[src/rtl/alu_arbiter.sv]
// rtl/alu_arbiter.sv - two-requester arbiter sharing one combinational ALU, IDLE/EXEC/RESP FSM
// Optional macro ALUARB_RR_EN: round-robin grant; undefined gives fixed priority to requester 0.
`ifndef ALUOP_SIZE
`define ALUOP_SIZE 4
`endif

module alu_arbiter (
    input  logic                   clk,
    input  logic                   reset,
    input  logic                   req0_valid,
    output logic                   req0_ready,
    input  logic [31:0]            req0_operand1,
    input  logic [31:0]            req0_operand2,
    input  logic [`ALUOP_SIZE-1:0] req0_operation,
    input  logic                   req1_valid,
    output logic                   req1_ready,
    input  logic [31:0]            req1_operand1,
    input  logic [31:0]            req1_operand2,
    input  logic [`ALUOP_SIZE-1:0] req1_operation,
    output logic [31:0]            alu_operand1,
    output logic [31:0]            alu_operand2,
    output logic [`ALUOP_SIZE-1:0] alu_operation,
    input  logic [31:0]            alu_result,
    output logic                   rsp0_valid,
    input  logic                   rsp0_ready,
    output logic                   rsp1_valid,
    input  logic                   rsp1_ready,
    output logic [31:0]            rsp_result,
    output logic                   busy
);

    typedef enum logic [1:0] {
        IDLE,
        EXEC,
        RESP
    } state_t;

    state_t                   state;
    state_t                   state_next;
    logic [31:0]              op1_q;
    logic [31:0]              op2_q;
    logic [`ALUOP_SIZE-1:0]   opc_q;
    logic                     owner;
    logic [31:0]              result_q;
    logic                     grant;
    logic                     transfer;
    logic                     rsp_fire;

`ifdef ALUARB_RR_EN
    logic ptr;

    // With both requesters valid the pointer decides; a lone requester always wins.
    always_comb begin
        grant = (req0_valid && req1_valid) ? ptr : req1_valid;
    end

    always_ff @(posedge clk) begin
        if (reset) begin
            ptr <= 1'b0;
        end else if (transfer) begin
            ptr <= ~grant;
        end
    end
`else
    always_comb begin
        grant = req1_valid && !req0_valid;
    end
`endif

    always_comb begin
        state_next = state;
        req0_ready = 1'b0;
        req1_ready = 1'b0;
        transfer   = 1'b0;
        rsp_fire   = 1'b0;
        rsp0_valid = 1'b0;
        rsp1_valid = 1'b0;
        case (state)
            IDLE: begin
                req0_ready = req0_valid && !grant;
                req1_ready = req1_valid && grant;
                transfer   = req0_valid || req1_valid;
                if (transfer) begin
                    state_next = EXEC;
                end
            end
            EXEC: begin
                state_next = RESP;
            end
            RESP: begin
                rsp0_valid = !owner;
                rsp1_valid = owner;
                rsp_fire   = owner ? rsp1_ready : rsp0_ready;
                if (rsp_fire) begin
                    state_next = IDLE;
                end
            end
            default: begin
                state_next = IDLE;
            end
        endcase
    end

    always_ff @(posedge clk) begin
        if (reset) begin
            state    <= IDLE;
            op1_q    <= 32'd0;
            op2_q    <= 32'd0;
            opc_q    <= '0;
            owner    <= 1'b0;
            result_q <= 32'd0;
        end else begin
            state <= state_next;
            if (transfer) begin
                op1_q <= grant ? req1_operand1  : req0_operand1;
                op2_q <= grant ? req1_operand2  : req0_operand2;
                opc_q <= grant ? req1_operation : req0_operation;
                owner <= grant;
            end
            if (state == EXEC) begin
                result_q <= alu_result;
            end
        end
    end

    // The ALU only ever sees registered values, so requester inputs never reach it combinationally.
    assign alu_operand1  = op1_q;
    assign alu_operand2  = op2_q;
    assign alu_operation = opc_q;
    assign rsp_result    = result_q;
    assign busy          = (state != IDLE);

endmodule
[config.mk]
export PLATFORM = sky130hd
export DESIGN_NAME = alu_arbiter
export DESIGN_NICKNAME = d
export VERILOG_FILES = /design/src/rtl/alu_arbiter.sv
export SDC_FILE = /design/constraint.sdc
export NUM_CORES = 1
export LEC_CHECK = 0
export BUFFER_PORTS_ARGS = -buffer_cell sky130_fd_sc_hd__buf_2
export CAP_MARGIN = 40
export CORE_AREA = 3 3 109 111
export DETAILED_ROUTE_END_ITERATION = 16
export DIE_AREA = 0 0 112 114
export HOLD_SLACK_MARGIN = 0.02
export PLACE_DENSITY = 0.81
export RECOVER_POWER = 100
export SLEW_MARGIN = 20
export SYNTH_ARGS = -nofsm -noshare
export SYNTH_HDL_FRONTEND = slang
export SYNTH_SLANG_ARGS = --single-unit
[constraint.sdc]
create_clock -name clk -period 3.25 [get_ports clk]
set_input_delay 0.1625 -clock clk [delete_from_list [all_inputs] [get_ports clk]]
set_output_delay 0.1625 -clock clk [all_outputs]
set_load 0.02 [all_outputs]
# Yosys cells after proc, flatten, opt, wreduce, memory -nomap -nowiden
# Cells that the tools add are included.
# totals
register_bits	103
inputBits	174
output_inout_bits	105
# op_classes
n_eq_ne	4
n_mux	12
reduce_logical	10
# op_table
op	n
2-to-1 mux 32 bit	2
2-to-1 mux 1 bit	6
one-hot mux 2 bit (3 select lines)	1
2-to-1 mux 2 bit	2
2-to-1 mux 4 bit	1
inequality test 2 bit (second input constant)	2
logical AND 1 bit	3
logical NOT 1 bit	3
equality test 2 x 1 -> 1 bit (second input constant)	1
equality test 2 bit (second input constant)	1
logical NOT 2 bit	1
AND reduction 2 bit	1
nonzero test 2 bit	1
logical OR 1 bit	1

# Longest topological paths before layout
# logic_depth
ltp_word	5
ltp_mapped	7

# Least setup slack after synthesis
# OpenSTA, ideal clock, no wires.
# synth_path
path_kind	flip-flop to output port
from	register state[1]
to	output port req1_ready
t_arrival_ns	1.431
slack_ns	1.657
stages_incl_launch_ff	5
path_cell_list	dfxtp_1 -> nor2_1 -> clkbuf_1 -> inv_1 -> nor2_1
# synth_via
elab_chain_cells	2
# synth_rtl
item	line_no	rtl
start: declaration	38	state_t state;
start signal: assignment	113	state <= state_next;
logical NOT 2 bit	78	case (state)
2-to-1 mux 1 bit	78	
end: declaration	16	output logic req1_ready,
# Every way passes these cells.

# Worst setup path in the final report
# layout_path
from	register state[1]
to	register op1_q[14], in the netlist alu_operand1[14]
# layout_via
elab_chain_cells	2
# layout_rtl
item	line_no	rtl
logical NOT 2 bit	78	
2-to-1 mux 1 bit	78	
end signal: assignment	115	op1_q <= grant ? req1_operand1 : req0_operand1;
end: declaration	40	logic [31:0] op1_q;
# Every way passes these cells.
# A chain may end at the register's enable or synchronous reset.

==> summary.md <==
| Metric | Value |
|---|---|
| Outcome | `finished, violations left` |
| Violated checks | `max-capacitance violations, max-slew violations` |
| Share of final-layout standard cells stronger than drive strength 1 | `between 20% and 30%` |
| Number of global-route vias before repair | `about 4.5k` |
| Worst r2r path cells | `4` |
| Core area | `roughly 0.011 sq mm` |
| Clock latency on the worst-skew pair | `0.35 ns` |
| Worst min path class | `in2reg` |
| Endpoint class of the critical path | `flop` |
| CP Class | `reg2reg` |
| Switching power | `1.02 mW` |
| Worst Skew | `0.0145 ns` |
| GRT Overall Usage | `a little over a fifth` |
| Time the final worst path needs with I/O delays and setup | `2.23 ns` |
| Worst Max-Slew Pin Slew | `approximately 1.6 ns` |
| WHS Path Cells | `3` |
| Total CTS buffers | `9` |
| Final-stage net count | `slightly below 1k` |
| Post-synthesis cell count | `547` |
| Number of clock sinks seen by CTS | `103` |
| Nature of the critical path startpoint | `flop` |
| Post-synthesis to final-layout area growth | `34.7%` |
| Clock edge transition at the registers on the reported setup and hold paths | `~0.10 ns` |
| Dpl hpwl | `approximately 10 mm` |
| Total number of H-tree levels | `3` |
| Combinational fraction of design power | `approximately a quarter` |
| Maximum number of pins on one net before global-route repair | `72` |
| Net Count, Synth | `about 720` |
| Diode insertion count for antenna repair | `0` |
| Sequential-to-total area share from yosys stat | `a little under half` |
| Area of the die | `between 0.01 and 0.015 sq mm` |
| Total I/O pin count | `between 200 and 300` |
| Fin. Hold Viols | `0` |
| Final instance area | `slightly below 0.006 sq mm` |
| Layout Utilization | `a little over half` |
| Multi-input combinational cell area | `a little over 0.002 sq mm` |
| Global-route wire length before repair | `approximately 22 mm` |
| Post-detailed-route wirelength per cell | `roughly 15 um` |
| Final setup violation count | `0` |
| Count of fill cells added during filler insertion | `1123` |
| Clock Power Share | `27.2%` |
| Wire length reported by the detailed router | `14.4 mm` |
| Sequential group share of total power | `roughly 47%` |
| Internal Power | `2.10 mW` |
| Worst path required time | `~3.4 ns` |
| Via total after detailed routing | `roughly 4.8k` |
| Chip Height | `roughly 110 um` |
| Area taken by flip-flops and latches | `0.00206 sq mm` |
| Flip-flop and latch count after synthesis | `~100` |
| Antenna-violating nets left | `0` |
| Total placed cells including tap cells | `about 920` |
| Number of warnings issued by yosys | `0` |
| Number of antenna violations at the first check in global routing | `0` |
| Worst slew margin | `-3.83%` |
| Highest-count cells in the layout ignoring fill and taps | `sky130_fd_sc_hd__nand2_1 (200), sky130_fd_sc_hd__buf_2 (173), sky130_fd_sc_hd__clkbuf_1 (106)` |
| Number of max-slew violations in the final report | `70` |
| Fmax | `approximately 450 MHz` |
| Static power due to leakage | `roughly 2.5 nW` |
| TritonCTS clock tree | `yes` |
| Total placed instance area | `0.00576 sq mm` |
| Combined area of all synthesized cells | `~0.0043 sq mm` |
| VDD IR max | `between 0.0002 and 0.00025 V` |
| Overall overflow remaining after global route | `0` |
| Setup TNS Final | `0 ns` |
| CP max FO | `69` |
| Proportion of total power due to net switching | `about 33%` |
| Post-layout instance count excluding filler cells | `933` |
| Crit path arrival time | `about 2.4 ns` |
| Number of distinct library cells after synthesis | `20` |
| RSZ-0062 raised after global routing | `false` |
| Buffer levels on the longest clock path | `2` |
| Root buf cell | `sky130_fd_sc_hd__clkbuf_8` |
| Detail-routed via count per cell | `5.13` |
| Port-buffer cells | `between 200 and 300` |
| Number of maximum-capacitance constraint violations | `1` |
| Portion of the clock cycle consumed by the worst path in the final layout | `a little under 70%` |
| Number of optimization iterations in the first detailed-route pass | `4` |
| Most common cell after layout, fill and taps aside | `sky130_fd_sc_hd__nand2_1` |
| Die Span X | `~110 um` |
| Detailed-route DRC error count | `0` |
| Synthesized area per cell | `7.92 sq um` |
| Starting Density | `39.8%` |
| 1st-iter DRT viols | `roughly 330` |
| Row count | `38` |
| RD Place Congestion | `~0.83` |
| Power density over the cells | `~530 mW/mm^2` |
| Total setup buffers inserted after CTS | `0` |
==> sequential cells by signal, summed over array words and instances, names as in the netlist <==
| register | count |
|---|---|
| alu_operand2 | 32 |
| alu_operation | 4 |
| rsp_result | 32 |
| owner | 1 |
| alu_operand1 | 32 |
| state | 2 |
==> repair_timing <==
action	CTS	global route
hold endpoints to repair	3	0
hold buffers	3	0
setup endpoints to repair	0	0
gates resized for setup	0	0
==> layer usage <==
metal	global-route usage [%]	vias up	share of wire, %
met5	0	-	0
met4	4.73	0	1.2
li1	-	2387	-
met3	6.95	14	8.7
met1	25.5	2197	40
met2	36.9	185	50
==> layout make-up <==
class                   instances  share of cell area, %
clock inverters                 4                   1.24
clock buffers                  10                   2.19
inverters                       1                 0.0643
repair buffers                290                   23.6
multi-input cells             385                   34.5
well taps                     140                   3.00
flip-flops and latches        103                   35.3
==> critical path, stage by stage, from the launching register on <==
cell	delay, ns
sky130_fd_sc_hd__dfxtp_1	0.38
sky130_fd_sc_hd__nor2_4	0.12
sky130_fd_sc_hd__and2_2	0.13
sky130_fd_sc_hd__clkbuf_2	1.10
sky130_fd_sc_hd__a311oi_1	0.27
==> kinds of logic (layout without fill, tap and decap cells) <==
group	count (synthesis)	count (layout)	share of synthesized area (%)
simple gates	214	214	19.3
compound gates	170	170	26.8
flops	103	103	47.6
buf+inv	59	305	6.06
mux	1	1	0.231
==> synth_stat cells <==
cell / n / area share (%)
sky130_fd_sc_hd__nand2_1: 200 / 17
sky130_fd_sc_hd__dfxtp_1: 103 / 48
sky130_fd_sc_hd__a21oi_1: 102 / 12
sky130_fd_sc_hd__a311oi_1: 59 / 12
sky130_fd_sc_hd__clkbuf_1: 39 / 3.4
sky130_fd_sc_hd__buf_2: 15 / 1.7
sky130_fd_sc_hd__a311oi_2: 9 / 3.1
sky130_fd_sc_hd__buf_6: 3 / 0.78
sky130_fd_sc_hd__nor2b_1: 3 / 0.43
sky130_fd_sc_hd__and2_1: 2 / 0.29
sky130_fd_sc_hd__nand2b_1: 2 / 0.29
sky130_fd_sc_hd__nor2_1: 2 / 0.17
sky130_fd_sc_hd__and3b_1: 1 / 0.20
sky130_fd_sc_hd__buf_1: 1 / 0.087
sky130_fd_sc_hd__inv_1: 1 / 0.087
sky130_fd_sc_hd__mux2i_1: 1 / 0.23
sky130_fd_sc_hd__nand3b_1: 1 / 0.17
sky130_fd_sc_hd__nor3_1: 1 / 0.12
sky130_fd_sc_hd__nor3b_1: 1 / 0.17
sky130_fd_sc_hd__or2_1: 1 / 0.14
==> stage by stage <==
| stage | setup slack, ns | total power [mW] | hold slack, ns |
|---|---|---|---|
| floorplan | 1.66 | 2.02 | 0.299 |
| global placement | 1.60 | 2.33 | 0.405 |
| detailed placement | 1.51 | 2.34 | 0.410 |
| CTS | 1.20 | 3.19 | 0.0202 |
| global route | 0.893 | 3.29 | 0.0243 |
| finish | 1.02 | 3.12 | 0.0408 |
==> worst paths after layout <==
path / start / endpoint / slack [ns]
worst min register to register: rsp_result[11] / rsp_result[11] / 0.46
worst max-delay path: state[1] / alu_operand1[14] / 1.02
worst min-delay path: alu_result[5] / rsp_result[5] / 0.04
worst max register to register: state[1] / alu_operand1[14] / 1.02
==> power groups by stage <==
stage / clock network (mW) / registers [mW] / logic (mW)
after floorplan: 0 / 1.65 / 0.369
after global placement: 0 / 1.49 / 0.837
after detailed placement: 0 / 1.49 / 0.846
after CTS: 0.875 / 1.47 / 0.849
after global routing: 0.926 / 1.49 / 0.879
final: 0.848 / 1.47 / 0.802
No activity file was read; power rests on OpenSTA's default activity.
